--- config.mk ---
export PLATFORM = sky130hd
export DESIGN_NAME = pc_unit
export DESIGN_NICKNAME = d
export VERILOG_FILES = /design/src/rtl/pc_unit.sv
export SDC_FILE = /design/constraint.sdc
export NUM_CORES = 1
export LEC_CHECK = 0
export CAP_MARGIN = 0
export CORE_ASPECT_RATIO = 1.4
export CORE_MARGIN = 5
export CORE_UTILIZATION = 41
export DETAILED_ROUTE_END_ITERATION = 16
export MAX_ROUTING_LAYER = met4
export PLACE_DENSITY_LB_ADDON = 0.3
export SETUP_SLACK_MARGIN = 0.3
export SLEW_MARGIN = 20
export SYNTH_ARGS = -nofsm -noshare
export SYNTH_HDL_FRONTEND = slang
export SYNTH_SLANG_ARGS = --single-unit
--- constraint.sdc ---
create_clock -name clk -period 1.9 [get_ports clk]
set_input_delay 0.285 -clock clk [delete_from_list [all_inputs] [get_ports clk]]
set_output_delay 0.285 -clock clk [all_outputs]
set_load 0.005 [all_outputs]
--- src/rtl/pc_unit.sv ---
// Program counter for the RV32I single-cycle core.
// Boot hold, stall, jump/branch redirect, trap entry/return and misaligned-target trapping.
module pc_unit #(
    parameter int unsigned     XLEN         = 32,
    parameter logic [XLEN-1:0] RESET_VECTOR = 32'h0000_0000,
    parameter int unsigned     BOOT_CYCLES  = 4,
    parameter logic [XLEN-1:0] TRAP_VECTOR  = 32'h0000_0100
) (
    input  logic            clk,
    input  logic            rst,
    input  logic            stall,
    input  logic            Branch,
    input  logic            b_result,
    input  logic [XLEN-1:0] branch_address,
    input  logic            jump,
    input  logic [XLEN-1:0] jump_address,
    input  logic            trap_req,
    input  logic            mret,
    output logic [XLEN-1:0] address_out,
    output logic [XLEN-1:0] pc_plus4,
    output logic            pc_valid,
    output logic [XLEN-1:0] epc_out,
    output logic [1:0]      cause_out,
    output logic            misalign_err
);

    typedef enum logic [0:0] {StBoot, StRun} state_e;

    localparam int unsigned     CntW     = (BOOT_CYCLES > 0) ? $clog2(BOOT_CYCLES + 1) : 1;
    localparam logic [CntW-1:0] BootInit = CntW'(BOOT_CYCLES);
    localparam state_e          StReset  = (BOOT_CYCLES == 0) ? StRun : StBoot;
    localparam logic [XLEN-1:0] TrapVec  = {TRAP_VECTOR[XLEN-1:2], 2'b00};

    localparam logic [1:0] CauseNone     = 2'd0;
    localparam logic [1:0] CauseTrap     = 2'd1;
    localparam logic [1:0] CauseMisalign = 2'd2;

    if (XLEN < 8) begin : gen_xlen_check
        $error("pc_unit: XLEN must be at least 8");
    end
    if (RESET_VECTOR[1:0] != 2'b00) begin : gen_rv_check
        $error("pc_unit: RESET_VECTOR must be word aligned");
    end

    state_e          state_q, state_d;
    logic [CntW-1:0] cnt_q, cnt_d;
    logic [XLEN-1:0] pc_q, pc_d;
    logic [XLEN-1:0] epc_q, epc_d;
    logic [1:0]      cause_q, cause_d;
    logic            mis_q, mis_d;

    logic            redirect;
    logic [XLEN-1:0] target;

    // State register
    always_ff @(posedge clk or negedge rst) begin
        if (!rst) begin
            state_q <= StReset;
            cnt_q   <= BootInit;
        end else begin
            state_q <= state_d;
            cnt_q   <= cnt_d;
        end
    end

    // Next-state: leave boot on the edge where the counter hits zero
    always_comb begin
        state_d = state_q;
        cnt_d   = cnt_q;
        unique case (state_q)
            StBoot: begin
                if (cnt_q != '0) begin
                    cnt_d = cnt_q - CntW'(1);
                end
                if (cnt_q <= CntW'(1)) begin
                    state_d = StRun;
                end
            end
            StRun: begin
                state_d = StRun;
            end
            default: begin
                state_d = StReset;
            end
        endcase
    end

    // Output decode
    always_comb begin
        pc_valid = (state_q == StRun);
    end

    assign redirect = jump || (Branch && b_result);
    assign target   = jump ? jump_address : branch_address;

    // Next-PC selection; strict priority trap > mret > redirect > stall > increment
    always_comb begin
        pc_d    = pc_q;
        epc_d   = epc_q;
        cause_d = cause_q;
        mis_d   = 1'b0;
        if (state_q == StRun) begin
            if (trap_req) begin
                pc_d    = TrapVec;
                epc_d   = pc_q;
                cause_d = CauseTrap;
            end else if (mret) begin
                pc_d    = epc_q;
                cause_d = CauseNone;
            end else if (redirect) begin
                if (target[1:0] != 2'b00) begin
                    pc_d    = TrapVec;
                    epc_d   = pc_q;
                    cause_d = CauseMisalign;
                    mis_d   = 1'b1;
                end else begin
                    pc_d = target;
                end
            end else if (!stall) begin
                pc_d = pc_q + XLEN'(4);
            end
        end
    end

    always_ff @(posedge clk or negedge rst) begin
        if (!rst) begin
            pc_q    <= RESET_VECTOR;
            epc_q   <= '0;
            cause_q <= CauseNone;
            mis_q   <= 1'b0;
        end else begin
            pc_q    <= pc_d;
            epc_q   <= epc_d;
            cause_q <= cause_d;
            mis_q   <= mis_d;
        end
    end

    assign address_out  = pc_q;
    assign pc_plus4     = pc_q + XLEN'(4);
    assign epc_out      = epc_q;
    assign cause_out    = cause_q;
    assign misalign_err = mis_q;

endmodule

Word-level counts from Yosys, hierarchy flattened
Cells that the tools add are included.
{ "word_totals": {"input_bits": 72, "latchBits": 0, "reg_bits": 71, "n_memories": 0, "rom_bits": 0, "mem_bits_rw": 0} }
{ "op_classes": {"n_mul": 0, "magnitude_cmp": 1, "n_reduce_logical": 12, "n_div": 0, "shift": 0, "n_mux": 21, "n_eq_ne": 2, "n_bitwise": 1, "n_addsub": 2} }
{ "ops": {"columns": ["operator", "n"], "rows": [
  ["$mux 32", 10],
  ["$add 32x3->32 const B", 1],
  ["$reduce_bool 3->1", 3],
  ["$mux 2", 4],
  ["$mux 1", 6],
  ["$reduce_bool 2->1", 3],
  ["$ne 4x1->1 const B", 1],
  ["$reduce_and 2->1", 2],
  ["$reduce_and 4->1", 1],
  ["$le 3x1->1 const B", 1],
  ["$reduce_and 3->1", 1],
  ["$sub 3x1->3 const B", 1],
  ["$ne 2x2->1 const B", 1],
  ["$pmux 1 s2", 1],
  ["$logic_and 1x1->1", 1],
  ["$logic_or 1x1->1", 1],
  ["$not 1->1", 1]
]} }

Longest topological paths before layout
Gate-level depths: netlist (run 1).
{ "logic_depth": {"depth_word": 7, "ltp_mapped": 8, "mapped_depth_nobuf": 6} }

Least setup slack after synthesis (run 1)
No wires, ideal clock.
{ "synth_timing": {"path_kind": "reg-to-output", "start": "register pc_q[12] (netlist: address_out[12])", "end": "output port pc_plus4[27]", "slack_ps": -204, "arrival_time_ps": 1819, "path_buffers": 1, "required_ps": 1615, "stages_incl_launch_ff": 6, "path_cell_list": "dfrtp_1 -> buf_2 -> nand4_1 -> or4_4 -> or3_4 -> xnor2_1"} }
{ "synth_between": {"elab_chain_cells": 1} }
{ "synth_rtl": {"columns": ["element", "line", "source"], "rows": [
  ["from (decl)", "47", "logic [XLEN-1:0] pc_q, pc_d;"],
  ["from (signal assigned)", "132", "pc_q <= pc_d;"],
  ["$add 32x3->32", "140", "assign pc_plus4 = pc_q + XLEN'(4);"],
  ["to (decl)", "20", "output logic [XLEN-1:0] pc_plus4,"]
]} }
No other way between the ends.

Final worst setup path (run 1)
{ "layout_timing": {"start": "register pc_q[17] (netlist: address_out[17])", "end": "register pc_q[21] (netlist: address_out[21])"} }
{ "layout_between": {"elab_chain_cells": 5} }
{ "layout_rtl": {"columns": ["element", "line", "source"], "rows": [
  ["$add 32x3->32", "120", "pc_d = pc_q + XLEN'(4);"],
  ["$mux 32", "119", "end else if (!stall) begin"],
  ["$mux 32", "110", "end else if (redirect) begin"],
  ["$mux 32", "107", "end else if (mret) begin"],
  ["$mux 32", "103", "if (trap_req) begin"]
]} }
No other way between the ends. The select of a mux whose other input is x is not followed.
A chain may end at the register's enable or synchronous reset.

==> flow_metrics.py, run 1 <==
metrics = {
    "final_layout": {
        "syn_to_final_growth_pct": 114,
        "register_area_sq_mm": 0.00178,
        "finalNetCount": 959,
        "drive_gt1_share_pct": 53.0,
        "layout.cells.non_filler": 1029,
        "final_util_pct": 89.6,
        "multi_input_area_sq_mm": 0.00347,
        "finalInstanceArea_sq_mm": 0.00969,
        "antennaDiodeCount": 0,
        "fill_cells": 481,
    },
    "detailed_routing": {
        "firstDrtPassIters": 6,
        "viasPerCell": 6.25,
        "wl_per_cell_microns": 26.5,
        "vias": 6430,
        "drtAntennaViolNets": 0,
        "remaining_drc_errors": 0,
        "wl_microns": 27200,
        "drt_iter0_drc": 651,
    },
    "yosys": {
        "ys_top_cells_by_area": "dfrtp_1 (39%), mux2_2 (9.4%), mux2i_1 (4.4%), o21ai_0 (3.5%), xnor2_1 (3.3%)",
        "yosysMostFrequentCell": "dfrtp_1",
        "synthArstFlopShare_pct": 100,
        "yosys_warnings": 0,
        "synth_area_sq_mm": 0.00453,
        "synth_edf_count": 0,
        "ys_top_cells_by_count": "dfrtp_1 (70), mux2_2 (38), o21ai_0 (32), nand2_1 (30), nor2_1 (29)",
        "ys_seq_area_share_pct": 39.3,
        "yosysTopAreaCellShare_pct": 38.7,
        "synth.distinct_cells": 61,
        "synth-seq-cells": 71,
        "synth.avg_cell_area_sq_um": 9.46,
        "syn_inst": 479,
        "synth_top_area_cell": "dfrtp_1",
        "syn-num-nets": 555,
        "synth_top_flop_cell": "dfrtp_1",
    },
    "critical_path": {
        "cp-start-kind": "flop",
        "cp-end-kind": "flop",
        "slowest_delay_ns": 0.50,
        "cp.depth": 12,
        "cp_common_cell": "buf_4",
        "cp.arrival_ns": 2.88,
        "critical_path.max_fanout": 3,
        "critPathBufInv": 7,
        "path_class": "flop to flop",
        "required_ns": 2.15,
        "r2r_cells": 12,
        "cp_cell_sequence": "buf_4 > nand4_1 > or4_4 > buf_4 > nor2_2 > xor2_1 > buf_4 > buf_4 > buf_4 > buf_4 > buf_4 > a2bb2oi_1",
        "crit_path_end": "address_out[21]",
        "critPathTopFamily": "buffers and inverters",
        "worstSetupStartpoint": "address_out[17]",
        "r2r_setup_slack_ns": -0.72,
        "crit_slowest_cell": "or4_4",
        "rr_endpoint": "address_out[21]",
        "rr_startpoint": "address_out[17]",
    },
    "sta": {
        "relSlewSlack_pct": 64.8,
        "holdWs_ns": 0.404,
        "worst_pin_slew_ns": 0.526,
        "skew_ns": 0.0123,
        "setup_violations": 49,
        "min_period_ns": 2.62,
        "fmaxAchievable_mhz": 381,
        "final_max_slew_viol_count": 0,
        "fin_ws_ns": -0.722,
        "rsz0062_at_grt": "yes",
        "hold_violations": 0,
        "fin_crit_sh_pct": 138,
    },
    "placed_design": {
        "dp_cells": 881,
        "io_buffer_count": 171,
        "dp_hpwl_microns": 14500,
        "post_dp_cell_area_sq_mm": 0.00753,
        "gp_congestion": 0.921,
    },
    "power": {
        "p_int_mw": 3.68,
        "power_switching_mw": 1.71,
        "p_clk_share_pct": 32.9,
        "ir_drop_v": 0.000485,
        "total_power_mw": 5.39,
        "p_leak_nw": 4.70,
        "power_density_mw_per_mm2": 557,
        "comb_power_share_pct": 34.6,
        "sw_frac_of_total_pct": 31.7,
        "seqPwrFrac_pct": 32.6,
    },
    "floorplanning": {
        "dieArea_sq_mm": 0.0133,
        "rows": 45,
        "pin_count": 172,
        "die_y_microns": 134,
        "die_x_microns": 98.8,
        "core_area_sq_mm": 0.0108,
        "start_util_pct": 41.9,
    },
    "grt": {
        "grt_max_degree": 36,
        "grt.overflow.total": 0,
        "gr-usage-all-layers_pct": 35.2,
        "grt_pass1_vias": 6477,
        "grt_pass1_wl_microns": 35500,
        "antenna_found_initial": 0,
    },
    "cts": {
        "clk_pin_slew_worst_paths_ns": 0.06,
        "root_buffer": "clkbuf_16",
        "clk_latency_ns": 0.35,
        "cts_sinks": 71,
        "cts_buffers": 9,
        "tritoncts": "yes",
        "htreeDepth": 3,
        "clock_path_buffers": 2,
    },
    "run_status": {
        "violations": "negative setup slack",
        "status": "finished, violations left",
    },
    "job": {
        "drv_cap": 0,
    },
    "hold_path": {
        "min_path_type": "input port to flop",
    },
}
## cells in the final DEF, fill, tap and decap left out, drive strengths merged, types with 4 or more instances in the layout
cell type,Yosys,final
buf,12,293
clkdlybuf4s50,0,97
dfrtp,70,70
mux2,38,38
o21ai,33,33
nand2,30,30
nor2,29,29
a21oi,23,23
mux2i,20,20
clkbuf,24,20
xnor2,17,17
inv,16,16
nand3,16,16
dlygate4sd2,0,15
nor3,12,12
xor2,11,11
a221oi,11,11
nand4,9,9
clkdlybuf4s15,0,9
nor4,7,7
a31oi,7,7
o31ai,7,7
a22oi,6,6
and3,6,6
nand2b,5,5
o22ai,5,5
o2bb2ai,5,5
or3,4,4
o211ai,4,4
dlymetal6s2s,0,4
and2,4,4
o41ai,4,4
ha,4,4
## worst reg2reg max path, stage by stage (launching register included)
cell       delay (ns)
dfrtp_1          0.41
buf_4            0.19
nand4_1          0.18
or4_4            0.50
buf_4            0.18
nor2_2           0.13
xor2_1           0.22
buf_4            0.15
buf_4            0.09
buf_4            0.09
buf_4            0.09
buf_4            0.09
a2bb2oi_1        0.20
## stage by stage
step | setup slack [ns] | TNS [ns]
floorplan | -0.138 | -0.625
global placement | -0.572 | -20.43
detailed placement | -0.577 | -22.46
CTS | -0.575 | -9.93
global route | -0.809 | -18.88
finish | -0.722 | -16.98
## per-layer routing
metal  wire, microns  vias to the layer above  global-route usage (%)  share of wire (%)
li1                -                     2601                       -                  -
met1            9220                     3066                    39.3                 34
met2           13500                      569                    59.3                 49
met3            2530                      194                    7.80                9.3
met4            2000                        0                    16.5                7.4
met5               0                        -                       -                  0
## what timing repair did
action | in CTS | in global routing
setup buffers | 92 | 38
endpoints found under the hold margin | 25 | 0
hold buffers | 1 | 0
gates resized for setup | 301 | 126
cloned | 1 | 0
pin swaps | 60 | 58
endpoints found under the setup margin | 122 | 92
## power groups by stage
stage | registers (mW) | clock network (mW) | logic, mW
6_report | 1.76 | 1.77 | 1.86
5_1_grt | 1.76 | 1.85 | 1.93
4_1_cts | 1.73 | 1.73 | 1.57
3_5_place_dp | 1.76 | 0 | 1.40
3_3_place_gp | 1.76 | 0 | 1.37
2_1_floorplan | 1.78 | 0 | 0.508
## state kept, by name (all words and copies together), names as in the netlist
register,cells
address_out,32
cause_out,2
cnt_q,3
epc_out,32
misalign_err,1
pc_valid,1
## kinds of logic (layout without fill, tap and decap cells)
kind of cell    Yosys count  after routing  share of synthesized area, %
fa+ha+maj                 4              4                          1.11
compound gates          135            135                          20.3
buf+inv                  52            461                          4.78
mux                      58             58                          13.9
flops                    71             71                          39.3
simple gates            131            131                          15.2
xor+xnor                 28             28                          5.41
## worst min-delay path by stage
stage,start,endpoint,cells past startpoint
floorplan,rst,address_out[0],0
global placement,rst,epc_out[10],1
detailed placement,rst,epc_out[7],1
CTS,mret,misalign_err,3
global route,mret,misalign_err,3
finish,mret,misalign_err,3
## final cells by class
type	count	area share, %
clock buffers	10	2.47
repair buffers	429	40.3
clock inverters	6	0.620
multi-input cells	356	35.8
flip-flops and latches	71	18.4
inverters	16	0.620
well taps	141	1.82
Note: power is estimated with default switching activity, not from simulation.
==> inputs of run 2 (changes only) <==
CORE_UTILIZATION = 55   (was 41)
CTS_CLUSTER_DIAMETER = 120   (was default)
DONT_BUFFER_PORTS = 1   (was default)
==> run 2 against run 1 <==
Against the previous run:
- the flow finishes with violations (negative hold slack, negative setup slack)
- sequential power hardly changed
- clock power is 30% higher
- first-iteration DRC count is 26% lower
- utilization is 4.4 points lower
- fmax is 10% higher
- die area is 23% lower
- sequential share of layout area is 7.4 points higher
- wire length is 26% lower
- sequential cell count stayed put
- clock skew is 0.0064 ns lower
- total power is 6.4% lower
- highest routed layer unchanged
==> flow_metrics.py, run 2 (synthesized netlist as in run 1, its figures left out) <==
metrics = {
    "job": {
        "drv_cap": 0,
    },
    "detailed_routing": {
        "met1_length_microns": 6650,
        "drtAntennaViolNets": 0,
        "wl_per_cell_microns": 29.7,
        "top_layer_used": "met4",
        "viasPerCell": 7.33,
        "firstDrtPassIters": 6,
        "remaining_drc_errors": 0,
        "wl_microns": 20200,
        "met3WireLength_microns": 2130,
        "drt_iter0_drc": 484,
        "vias": 4994,
        "met2_length_microns": 10200,
    },
    "critical_path": {
        "required_ns": 1.62,
        "cp-start-kind": "flop",
        "r2r_setup_slack_ns": -0.37,
        "critPathTopFamily": "simple AND/OR/NAND/NOR gates",
        "cp_cell_sequence": "nand4_4 > or4_4 > or3_4 > xnor2_2",
        "cp.arrival_ns": 2.10,
        "rr_endpoint": "address_out[27]",
        "r2r_cells": 7,
        "path_class": "flop to output port",
        "rr_startpoint": "address_out[5]",
        "critical_path.max_fanout": 4,
        "cp-end-kind": "output port",
        "crit_path_end": "pc_plus4[27]",
        "slowest_delay_ns": 0.58,
        "crit_slowest_cell": "or4_4",
        "worstSetupStartpoint": "address_out[5]",
        "critPathBufInv": 0,
        "cp.depth": 4,
    },
    "floorplanning": {
        "die_x_microns": 86.7,
        "start_util_pct": 55.9,
        "rows": 39,
        "die_y_microns": 117,
        "dieArea_sq_mm": 0.0102,
        "core_area_sq_mm": 0.00810,
        "pin_count": 172,
    },
    "sta": {
        "fin_ws_ns": -0.483,
        "relSlewSlack_pct": 67.6,
        "setup_violations": 41,
        "fin_crit_sh_pct": 125,
        "skew_ns": 0.00594,
        "rsz0062_at_grt": "yes",
        "hold_violations": 71,
        "min_period_ns": 2.38,
        "fmaxAchievable_mhz": 420,
        "holdWs_ns": -0.373,
        "final_max_slew_viol_count": 0,
        "worst_pin_slew_ns": 0.484,
    },
    "cts": {
        "htreeDepth": 3,
        "clk_latency_ns": 0.35,
        "cts_sinks": 71,
        "clock_path_buffers": 2,
        "clk_pin_slew_worst_paths_ns": 0.06,
        "cts_buffers": 9,
        "root_buffer": "clkbuf_16",
        "tritoncts": "yes",
    },
    "power": {
        "power_density_mw_per_mm2": 731,
        "p_leak_nw": 3.13,
        "ir_drop_v": 0.000628,
    },
    "final_layout": {
        "syn_to_final_growth_pct": 52.4,
        "final_common_cell": "buf_4",
        "fill_cells": 398,
        "finalNetCount": 650,
        "most-common-layout-cells": "buf_4 (83), dfrtp_1 (69), buf_6 (30)",
        "finalInstanceArea_sq_mm": 0.00690,
        "drive_gt1_share_pct": 48.4,
        "antennaDiodeCount": 0,
        "final_util_pct": 85.2,
    },
    "placed_design": {
        "dp_hpwl_microns": 11900,
        "dp_slack_ns": -0.286,
        "gp_congestion": 0.940,
        "io_buffer_count": 0,
        "post_dp_cell_area_sq_mm": 0.00541,
    },
    "grt": {
        "grt_pass1_wl_microns": 27800,
        "antenna_found_initial": 0,
        "grt.overflow.total": 0,
        "grt_pass1_vias": 5023,
        "grt_max_degree": 72,
        "gr-usage-all-layers_pct": 36.3,
    },
    "hold_path": {
        "min_path_type": "input port to async pin",
    },
    "run_status": {
        "status": "finished, violations left",
        "violations": "negative hold slack, negative setup slack",
    },
}
## run 2: changes by cell type in the layout (fill, tap and decap cells not counted), moves of 7 or more
cell | previous run | this run
clkbuf_2 | 10 | 0
buf_4 | 157 | 83
buf_2 | 34 | 0
clkdlybuf4s50_1 | 97 | 0
buf_6 | 91 | 30
dlygate4sd2_1 | 15 | 0
clkdlybuf4s15_1 | 7 | 0
## run 2: power breakdown
group / switching (mW) / leakage (nW) / internal, mW
logic: 0.519 / 2.00 / 0.457
clock network: 0.714 / 0.193 / 1.58
registers: 0.147 / 0.942 / 1.63
## run 2: per-stage QoR
stage / setup TNS (ns) / hold WS, ns / std cells / total power, mW
2_1_floorplan: -0.625 / -0.0106 / 479 / 2.29
3_3_place_gp: -0.764 / -0.00836 / 623 / 2.52
3_5_place_dp: -1.17 / -0.00823 / 623 / 2.55
4_1_cts: -6.50 / -0.367 / 661 / 4.88
5_1_grt: -11.48 / -0.371 / 681 / 5.15
6_report: -9.92 / -0.373 / 681 / 5.05
## run 2: timing repair
action / CTS / global route
gates resized for setup: 94 / 59
buffers inserted: 22 / 20
endpoints found under the setup margin: 54 / 56
pin swaps: 49 / 36
endpoints found under the hold margin: 71 / 71
## run 2: layout make-up
class | count | area, sq um | share of cell area (%)
well taps | 102 | 128 | 1.85
repair buffers | 120 | 1090 | 15.8
clock buffers | 10 | 239 | 3.46
clock inverters | 6 | 155 | 2.25
inverters | 16 | 63.8 | 0.924
flip-flops and latches | 71 | 1780 | 25.8
multi-input cells | 356 | 3450 | 49.9
## run 2: per-layer routing
layer | vias to the layer above | GRT usage [%]
met4 | 0 | 20.4
met2 | 450 | 59.1
li1 | 1979 | -
met5 | - | -
met1 | 2444 | 41.3
met3 | 121 | 6.52
## run 2: worst min-delay path by stage
stage,depth (start not counted),end,start,slack [ns]
2_1_floorplan,0,address_out[0],rst,-0.01
3_3_place_gp,0,epc_out[6],rst,-0.008
3_5_place_dp,0,epc_out[3],rst,-0.008
4_1_cts,0,address_out[0],rst,-0.37
5_1_grt,0,epc_out[3],rst,-0.37
6_report,0,epc_out[17],rst,-0.37
